$ cat src/rtl/uart_tx_scheduler.sv
// Round-robin scheduler sharing one UART transmitter among NUM_REQ byte sources, with
// multi-byte frame locking, a tx_done watchdog and a deferred baud-divisor update.
module uart_tx_scheduler #(
  parameter int          NUM_REQ     = 4,
  parameter logic [12:0] DEFAULT_DIV = 13'd433,
  parameter int          TIMEOUT_CYC = 131072
) (
  input  logic                       clk,
  input  logic                       rst_n,
  input  logic [NUM_REQ-1:0]         req,
  input  logic [8*NUM_REQ-1:0]       req_data,
  input  logic [NUM_REQ-1:0]         req_last,
  output logic [NUM_REQ-1:0]         ack,
  output logic                       tx_start,
  output logic [7:0]                 tx_data,
  input  logic                       tx_done,
  output logic [12:0]                uart_ctrl_tx,
  input  logic                       cfg_wr,
  input  logic [12:0]                cfg_div,
  output logic                       busy,
  output logic [$clog2(NUM_REQ)-1:0] grant_id,
  output logic                       err_timeout
);
  localparam int IDW = $clog2(NUM_REQ);
  localparam int WDW = $clog2(TIMEOUT_CYC);
  localparam logic [WDW-1:0] WD_LIMIT = WDW'(TIMEOUT_CYC - 1);

  typedef enum logic [1:0] {IDLE, START, WAIT, HOLD} state_e;

  state_e           state_q, state_d;
  logic [IDW-1:0]   last_grant_q, last_grant_d;
  logic [IDW-1:0]   grant_id_q, grant_id_d;
  logic             lock_q, lock_d;
  logic [NUM_REQ-1:0] ack_q, ack_d;
  logic             tx_start_q, tx_start_d;
  logic [7:0]       tx_data_q, tx_data_d;
  logic             err_q, err_d;
  logic [WDW-1:0]   wd_q, wd_d;
  logic [12:0]      div_q, div_d;
  logic [12:0]      pend_div_q, pend_div_d;
  logic             pend_valid_q, pend_valid_d;

  logic             win_found;
  logic [IDW-1:0]   win_idx;
  logic [IDW-1:0]   cand;
  logic             cfg_ok;

  // First requester at or after last_grant+1, wrapping modulo NUM_REQ.
  always_comb begin
    win_found = 1'b0;
    win_idx   = '0;
    cand      = '0;
    for (int k = 1; k <= NUM_REQ; k++) begin
      cand = IDW'((int'(last_grant_q) + k) % NUM_REQ);
      if (!win_found && req[cand]) begin
        win_found = 1'b1;
        win_idx   = cand;
      end
    end
  end

  assign cfg_ok = cfg_wr && (cfg_div != 13'd0);

  always_comb begin
    state_d      = state_q;
    last_grant_d = last_grant_q;
    grant_id_d   = grant_id_q;
    lock_d       = lock_q;
    tx_data_d    = tx_data_q;
    ack_d        = '0;
    tx_start_d   = 1'b0;
    err_d        = 1'b0;
    wd_d         = (wd_q == WD_LIMIT) ? wd_q : wd_q + WDW'(1);
    div_d        = div_q;
    pend_div_d   = pend_div_q;
    pend_valid_d = pend_valid_q;

    case (state_q)
      IDLE: begin
        if (win_found) begin
          tx_data_d      = req_data[8*win_idx +: 8];
          ack_d[win_idx] = 1'b1;
          grant_id_d     = win_idx;
          last_grant_d   = win_idx;
          lock_d         = ~req_last[win_idx];
          state_d        = START;
        end
      end
      START: begin
        tx_start_d = 1'b1;
        state_d    = WAIT;
      end
      WAIT: begin
        // tx_done takes priority over a watchdog expiry in the same cycle
        if (tx_done) begin
          state_d = lock_q ? HOLD : IDLE;
        end else if (wd_q == WD_LIMIT) begin
          err_d   = 1'b1;
          lock_d  = 1'b0;
          state_d = IDLE;
        end
      end
      HOLD: begin
        if (req[grant_id_q]) begin
          tx_data_d         = req_data[8*grant_id_q +: 8];
          ack_d[grant_id_q] = 1'b1;
          lock_d            = ~req_last[grant_id_q];
          state_d           = START;
        end else if (wd_q == WD_LIMIT) begin
          err_d   = 1'b1;
          lock_d  = 1'b0;
          state_d = IDLE;
        end
      end
      default: state_d = IDLE;
    endcase

    if (state_d != state_q) wd_d = '0;

    // Divisor changes only reach the transmitter while it is idle.
    if (state_q == IDLE) begin
      if (cfg_ok) div_d = cfg_div;
    end else if (state_d == IDLE) begin
      if (cfg_ok) div_d = cfg_div;
      else if (pend_valid_q) div_d = pend_div_q;
      pend_valid_d = 1'b0;
    end else if (cfg_ok) begin
      pend_div_d   = cfg_div;
      pend_valid_d = 1'b1;
    end
  end

  always_ff @(posedge clk or negedge rst_n) begin
    if (!rst_n) begin
      state_q      <= IDLE;
      last_grant_q <= IDW'(NUM_REQ - 1);
      grant_id_q   <= '0;
      lock_q       <= 1'b0;
      ack_q        <= '0;
      tx_start_q   <= 1'b0;
      tx_data_q    <= 8'h00;
      err_q        <= 1'b0;
      wd_q         <= '0;
      div_q        <= DEFAULT_DIV;
      pend_div_q   <= 13'd0;
      pend_valid_q <= 1'b0;
    end else begin
      state_q      <= state_d;
      last_grant_q <= last_grant_d;
      grant_id_q   <= grant_id_d;
      lock_q       <= lock_d;
      ack_q        <= ack_d;
      tx_start_q   <= tx_start_d;
      tx_data_q    <= tx_data_d;
      err_q        <= err_d;
      wd_q         <= wd_d;
      div_q        <= div_d;
      pend_div_q   <= pend_div_d;
      pend_valid_q <= pend_valid_d;
    end
  end

  assign ack          = ack_q;
  assign tx_start     = tx_start_q;
  assign tx_data      = tx_data_q;
  assign err_timeout  = err_q;
  assign grant_id     = grant_id_q;
  assign uart_ctrl_tx = div_q;
  assign busy         = (state_q != IDLE);

endmodule
$ cat config.mk
export PLATFORM = sky130hd
export DESIGN_NAME = uart_tx_scheduler
export DESIGN_NICKNAME = d
export VERILOG_FILES = /design/src/rtl/uart_tx_scheduler.sv
export SDC_FILE = /design/constraint.sdc
export NUM_CORES = 1
export LEC_CHECK = 0
export ABC_AREA = 1
export BUFFER_PORTS_ARGS = -buffer_cell sky130_fd_sc_hd__buf_2
export CAP_MARGIN = 20
export CORE_MARGIN = 1
export CORE_UTILIZATION = 25
export DETAILED_ROUTE_END_ITERATION = 12
export GPL_ROUTABILITY_DRIVEN = 0
export MAX_ROUTING_LAYER = met4
export PLACE_DENSITY = 0.42
export SYNTH_ARGS = -nofsm -noshare
export SYNTH_HDL_FRONTEND = slang
export SYNTH_SLANG_ARGS = --single-unit
export TNS_END_PERCENT = 1
$ cat constraint.sdc
create_clock -name clk -period 7.2 [get_ports clk]
set_input_delay 0.72 -clock clk [delete_from_list [all_inputs] [get_ports clk]]
set_output_delay 0.72 -clock clk [all_outputs]
set_load 0.005 [all_outputs]
# [Word level (Yosys, flattened, before mapping)]
# Cells that the tools add are included.
[totals] memories=0 ram_bits=0 romBits=0 output_inout_bits=30 latch_bits=0 register_bits=65
[classes] div_mod_pow=0 n_mul=0 magnitude_cmp=8 add_sub_neg=5 bitwise_logic=4 n_mux=57 n_eq_ne=11 shift=2 n_reduce_logical=23
[ops] operator="13-bit two-way mux" count=5
[ops] operator="32-bit by 6-bit variable part select with 8-bit output" count=2
[ops] operator="17-bit two-way mux" count=2
[ops] operator="1-bit two-way mux" count=23
[ops] operator="2-bit by 3-bit less-than comparator with 1-bit output, second input constant" count=6
[ops] operator="2-bit two-way mux" count=9
[ops] operator="17-bit by 1-bit adder with 17-bit output, second input constant" count=1
[ops] operator="17-bit == test, second input constant" count=1
[ops] operator="8-bit two-way mux" count=2
[ops] operator="8-bit case mux with 2 select lines" count=1
[ops] operator="1-bit binary-select mux with 2-bit select" count=7
[ops] operator="13-bit nonzero test" count=1
[ops] operator="3-bit AND reduction" count=4
[ops] operator="4-bit two-way mux" count=2
[ops] operator="2-bit != test, second input constant" count=4
[ops] operator="2-bit case mux with 4 select lines" count=1
[ops] operator="4-bit case mux with 2 select lines" count=1
[ops] operator="2-bit nonzero test" count=4
[ops] operator="1-bit logical AND" count=6
[ops] operator="2-bit by 1-bit adder with 2-bit output, second input constant" count=2
[ops] operator="2-bit adder, second input constant" count=2
[ops] operator="1-bit demux with 2-bit select" count=2
[ops] operator="2-bit == test, second input constant" count=2
[ops] operator="2-bit by 1-bit >= comparator with 1-bit output, second input constant" count=2
[ops] operator="11 further kinds" count=18

# [Depth between registers and ports, before layout]
[depth] word_depth=19 ltp_mapped=17 depth_no_buf=16

# [Worst setup path before layout]
# Ideal clock, no wire load.
[synth_path] path_kind="register to register" start="reg wd_q[0]" end="reg wd_q[10]" setup_slack_ns=4.742 stages_incl_launch_ff=17 period_less_slack_ns=2.458 arrival_ns=2.335 n_path_buf=1 setup_ns=0.124 t_required_ns=7.076 path_cell_list="dfrtp_1 > ha_1 > nand4_1 > nor3_1 > and3_1 > ha_1 > buf_1 > nor3_1 > inv_1 > nor2_1 > inv_1 > nor2_1 > inv_1 > nor2_1 > nand4_1 > xor2_1 > nor2_4"
[synth_via] elab_chain_len=6 word_cells_on_any_way=10 cone_classes="1 x add/sub; 3 x eq/ne; 6 x mux"
[synth_rtl] element="start, declared" line_no="38" text="logic [WDW-1:0] wd_q, wd_d;"
[synth_rtl] element="start signal, assigned" line_no="156" text="wd_q <= wd_d;"
[synth_rtl] element="17-bit == test" line_no="73, 97, 109"
[synth_rtl] element="2-bit two-way mux" line_no="97, 109"
[synth_rtl] element="2-bit two-way mux, on equally long branches" line_no="104, 95"
[synth_rtl] element="2-bit case mux with 4 select lines" line_no="78" text="case (state_q)"
[synth_rtl] element="2-bit != test" line_no="118" text="if (state_d != state_q) wd_d = '0;"
[synth_rtl] element="2-bit by 1-bit != test with 1-bit output (no source line) / 17-bit two-way mux (equally long branches)"
# Parallel ways exist; a longest one is shown, timed or not. The select of a mux whose other input is x is not followed.
# A chain may end at the register's enable or synchronous reset.

# [Worst setup path after layout]
[layout_path] start="reg wd_q[0]" end="reg wd_q[1]"
[layout_via] elab_chain_len=6 word_cells_on_any_way=10 cone_classes="1 x add/sub; 3 x eq/ne; 6 x mux"
[layout_rtl] element="17-bit == test (*)" line_no="97, 109"
[layout_rtl] element="2-bit two-way mux (*)" line_no="97, 109"
[layout_rtl] element="2-bit two-way mux, on equally long branches" line_no="104, 95"
[layout_rtl] element="2-bit case mux with 4 select lines (*)" line_no="78"
[layout_rtl] element="named net state_d[1]" line_no="30" text="state_e state_q, state_d;"
[layout_rtl] element="2-bit != test (*)" line_no="118"
[layout_rtl] element="2-bit by 1-bit != test with 1-bit output (no source line) / 17-bit two-way mux (equally long branches)"
# The timed path passes the listed nets; every way through them passes the cells marked *. The select of a mux whose other input is x is not followed.

==> flow_summary.toml <==
[logic_synthesis]
synth-seq-cells = 65
yosys.cell_types.count = 41
ys_warn_count = 0
net_count_after_synthesis = 618
syn_area_per_cell_um2 = 7.336
yosys.area.top_type_share_pct = 35.71
post_synth_main_area_contributors = "sky130_fd_sc_hd__dfrtp_1 36%, sky130_fd_sc_hd__nand2_1 16%, sky130_fd_sc_hd__nand3_1 10%"
syn-instance-count = 554
syn_area_um2 = 4064
yosysSeqAreaShare_pct = 40.24
synth_top_cell_by_area = "sky130_fd_sc_hd__dfrtp_1"

[setup_path]
regToRegStartpoint = "wd_q[0]"
worst_setup_path_end_kind = "flop"
r2r.worst_path.cells = 13
type_of_the_worst_setup_path = "reg -> reg"
worst_ep_arrival_time_ns = 3.19
critical_path_required_ns = 7.39
cp-start-kind = "flop"
r2r_slack_ns = 4.20
worst_r2r_endpoint = "wd_q[1]"
worst-path-max-fanout = 17

[power]
power.density_cell_area_nw_per_um2 = 470.2
worst_ir_drop_vdd_v = 0.0001742
leakagePower_nw = 2.534

[clock_network]
numCtsBuffers = 9
clock_tree.htree_level_count = 3
cts.sinks = 65
path_clk_slew_ns = 0.05
tritoncts_clock_tree = "done"
number_of_cells_upsized_or_downsized_after_cts = 0
cts_buffer_depth = 2
post_cts_buffers = 0
ctsHoldBuffers = 0
cts.root.buffer_cell = "sky130_fd_sc_hd__clkbuf_16"
clock_insertion_delay_worst_skew_ns = 0.33

[floorplan]
die_height_um = 129.5
core-area_um2 = 15890
starting_density_of_the_core_pct = 25.58
rows = 46
die_boundary_width_um = 129.5
fp.dieArea_um2 = 16770
total_i_o_pin_count = 87

[status]
run_status = "completed"

[detailed_routing]
route.detailed.vias_per_inst = 4.432
initialDrtViolationCount = 234
post_route_wl_um = 10290
firstDrtPassIters = 7
post-route-drc-count = 0
wl_per_cell_um = 12.01
via_count = 3798
drt.antenna.violating_nets = 0

[timing]
rsz_0062_raised_after_global_routing = "no"
fin_tns_setup_ns = 0
setup_viol_count_final = 0
relSlewSlack_pct = 42.45
timing.final.max_slew_violations = 0
period_needed_ns = 3.002
layout_worst_path_cycle_share_pct = 41.69
report.final.hold_viol_count = 0
max_freq_mhz = 333.1
worstMarginPinSlew_ns = 0.8633
finClkSkew_ns = 0.007190

[placement]
dpl_cell_area_um2 = 4677
total_instance_count_after_detailed_placement = 841
post-dp-hpwl_um = 7773
buffer_ports.inserted = 86

[final_layout]
layout.filler_cells = 1751
design_area_um2 = 4935
areaGrowthSynthToFinish_pct = 21.43
drive_above_1_share_pct = 21.68
final_nets = 700
finish.utilization_pct = 31.06
antenna-diode-count = 0
finalNonFillerCells = 857

[global_route]
grt.overflow.total = 0
wire_length_of_the_first_global_routing_pass_um = 17300
number_of_global_route_vias_before_repair = 3638
grtUsageTotal_pct = 13.58
grt_max_degree = 66
grt_antenna_before_repair = 0

[min_path]
start_point_of_the_worst_hold_path = "uart_ctrl_tx[8]"
worst_hold_path.endpoint = "uart_ctrl_tx[8]"
hp-class = "reg -> reg"
timing.hold.worst_path_depth = 2

[flow_run]
max_cap_violations = 0
==> cell type report <==
| class | count | area (µm²) | share of cell area [%] |
|---|---|---|---|
| clock buffer | 13 | 240.2 | 4.868 |
| clock inverter | 3 | 17.52 | 0.3550 |
| inverter | 69 | 264.0 | 5.350 |
| multi-input combinational | 404 | 2069 | 41.94 |
| sequential | 65 | 1635 | 33.14 |
| tap | 216 | 270.3 | 5.477 |
| timing repair buffer | 87 | 437.9 | 8.874 |
==> cell usage after synthesis, drive strengths merged <==
library cell / n
a21oi: 19
a31oi: 1
and3: 1
buf: 10
clkbuf: 6
clkinv: 2
dfrtp: 58
dfstp: 7
ha: 7
inv: 67
mux2i: 2
nand2: 177
nand2b: 1
nand3: 83
nand3b: 8
nand4: 10
nor2: 48
nor3: 4
nor4: 4
o21ai: 24
o221ai: 1
o22ai: 1
or2: 1
xnor2: 3
xor2: 9
==> routing by layer <==
layer  share of wire [%]  global-route usage (%)  vias to the layer above
li1                    -                       -                     1937
met1                  47                   16.45                     1783
met2                  48                   21.73                       67
met3                 4.2                   3.097                       11
met4                 1.3                   5.609                        0
met5                   0                       -                        -
==> cells in the final DEF, fill, tap and decap left out, drive strengths merged <==
cell and count:
dfrtp 58, xnor2 3, o22ai 1, nand3 83, nand4 10, clkbuf 13, o21ai 24, clkinvlp 1
nand2 177, xor2 9, nor2 48, nand3b 8, buf 87, nand2b 1, mux2i 2, a21oi 19
nor3 4, clkinv 4, a31oi 1, dfstp 7, inv 67, and3 1, o221ai 1, or2 1
nor4 4, ha 7
==> where the power goes <==
part	internal, mW	total (mW)	switching [mW]
Sequential	0.524	0.619	0.0944
Combinational	0.433	1.32	0.886
Clock	0.232	0.383	0.151
Total	1.19	2.32	1.13
==> through the flow <==
| step | setup WS, ns | total power, mW | hold WS [ns] |
|---|---|---|---|
| floorplan | 4.742 | 1.666 | 0.4244 |
| global placement | 4.277 | 1.948 | 0.4523 |
| detailed placement | 4.165 | 1.959 | 0.4531 |
| CTS | 4.150 | 2.362 | 0.4648 |
| global route | 3.784 | 2.578 | 0.4765 |
| finish | 4.198 | 2.321 | 0.4603 |
==> state kept, by name (all words and copies together), names as in the netlist <==
name and flops:
ack 4, err_timeout 1, grant_id 2, last_grant_q 2, lock_q 1, pend_div_q 13, pend_valid_q 1, state_q 2
tx_data 8, tx_start 1, uart_ctrl_tx 13, wd_q 17
==> critical path, cell delays in order (launching register included) <==
cell	delay, ns
sky130_fd_sc_hd__dfrtp_1	0.38
sky130_fd_sc_hd__ha_1	0.19
sky130_fd_sc_hd__nand4_1	0.10
sky130_fd_sc_hd__nor3_1	0.23
sky130_fd_sc_hd__and3_1	0.19
sky130_fd_sc_hd__ha_1	0.45
sky130_fd_sc_hd__o21ai_0	0.18
sky130_fd_sc_hd__a21oi_1	0.14
sky130_fd_sc_hd__nand2_1	0.06
sky130_fd_sc_hd__nand2_1	0.09
sky130_fd_sc_hd__o21ai_4	0.08
sky130_fd_sc_hd__xor2_1	0.15
sky130_fd_sc_hd__nand2_2	0.51
sky130_fd_sc_hd__nor2_1	0.09
==> how the worst max path moves through the flow <==
stage / from / end / slack, ns / cells past startpoint
after detailed placement: wd_q[0] / wd_q[1] / 4.17 / 13
final: wd_q[0] / wd_q[1] / 4.20 / 13
after global routing: wd_q[0] / uart_ctrl_tx[11] / 3.78 / 15
after floorplan: wd_q[0] / wd_q[10] / 4.74 / 16
after CTS: wd_q[0] / wd_q[1] / 4.15 / 13
after global placement: wd_q[0] / wd_q[2] / 4.28 / 13
==> cells by family after synthesis <==
logic type,after synthesis,share of synthesized area [%]
xor gates and xnor gates,12,2.586
AOI/OAI and AO/OA,46,6.281
DFF,65,40.24
and+or+nand+nor,337,39.41
muxes,2,0.4926
adders and majority gates,7,2.155
buffers and inverters,85,8.836
Power figures use the tool's default switching activity.
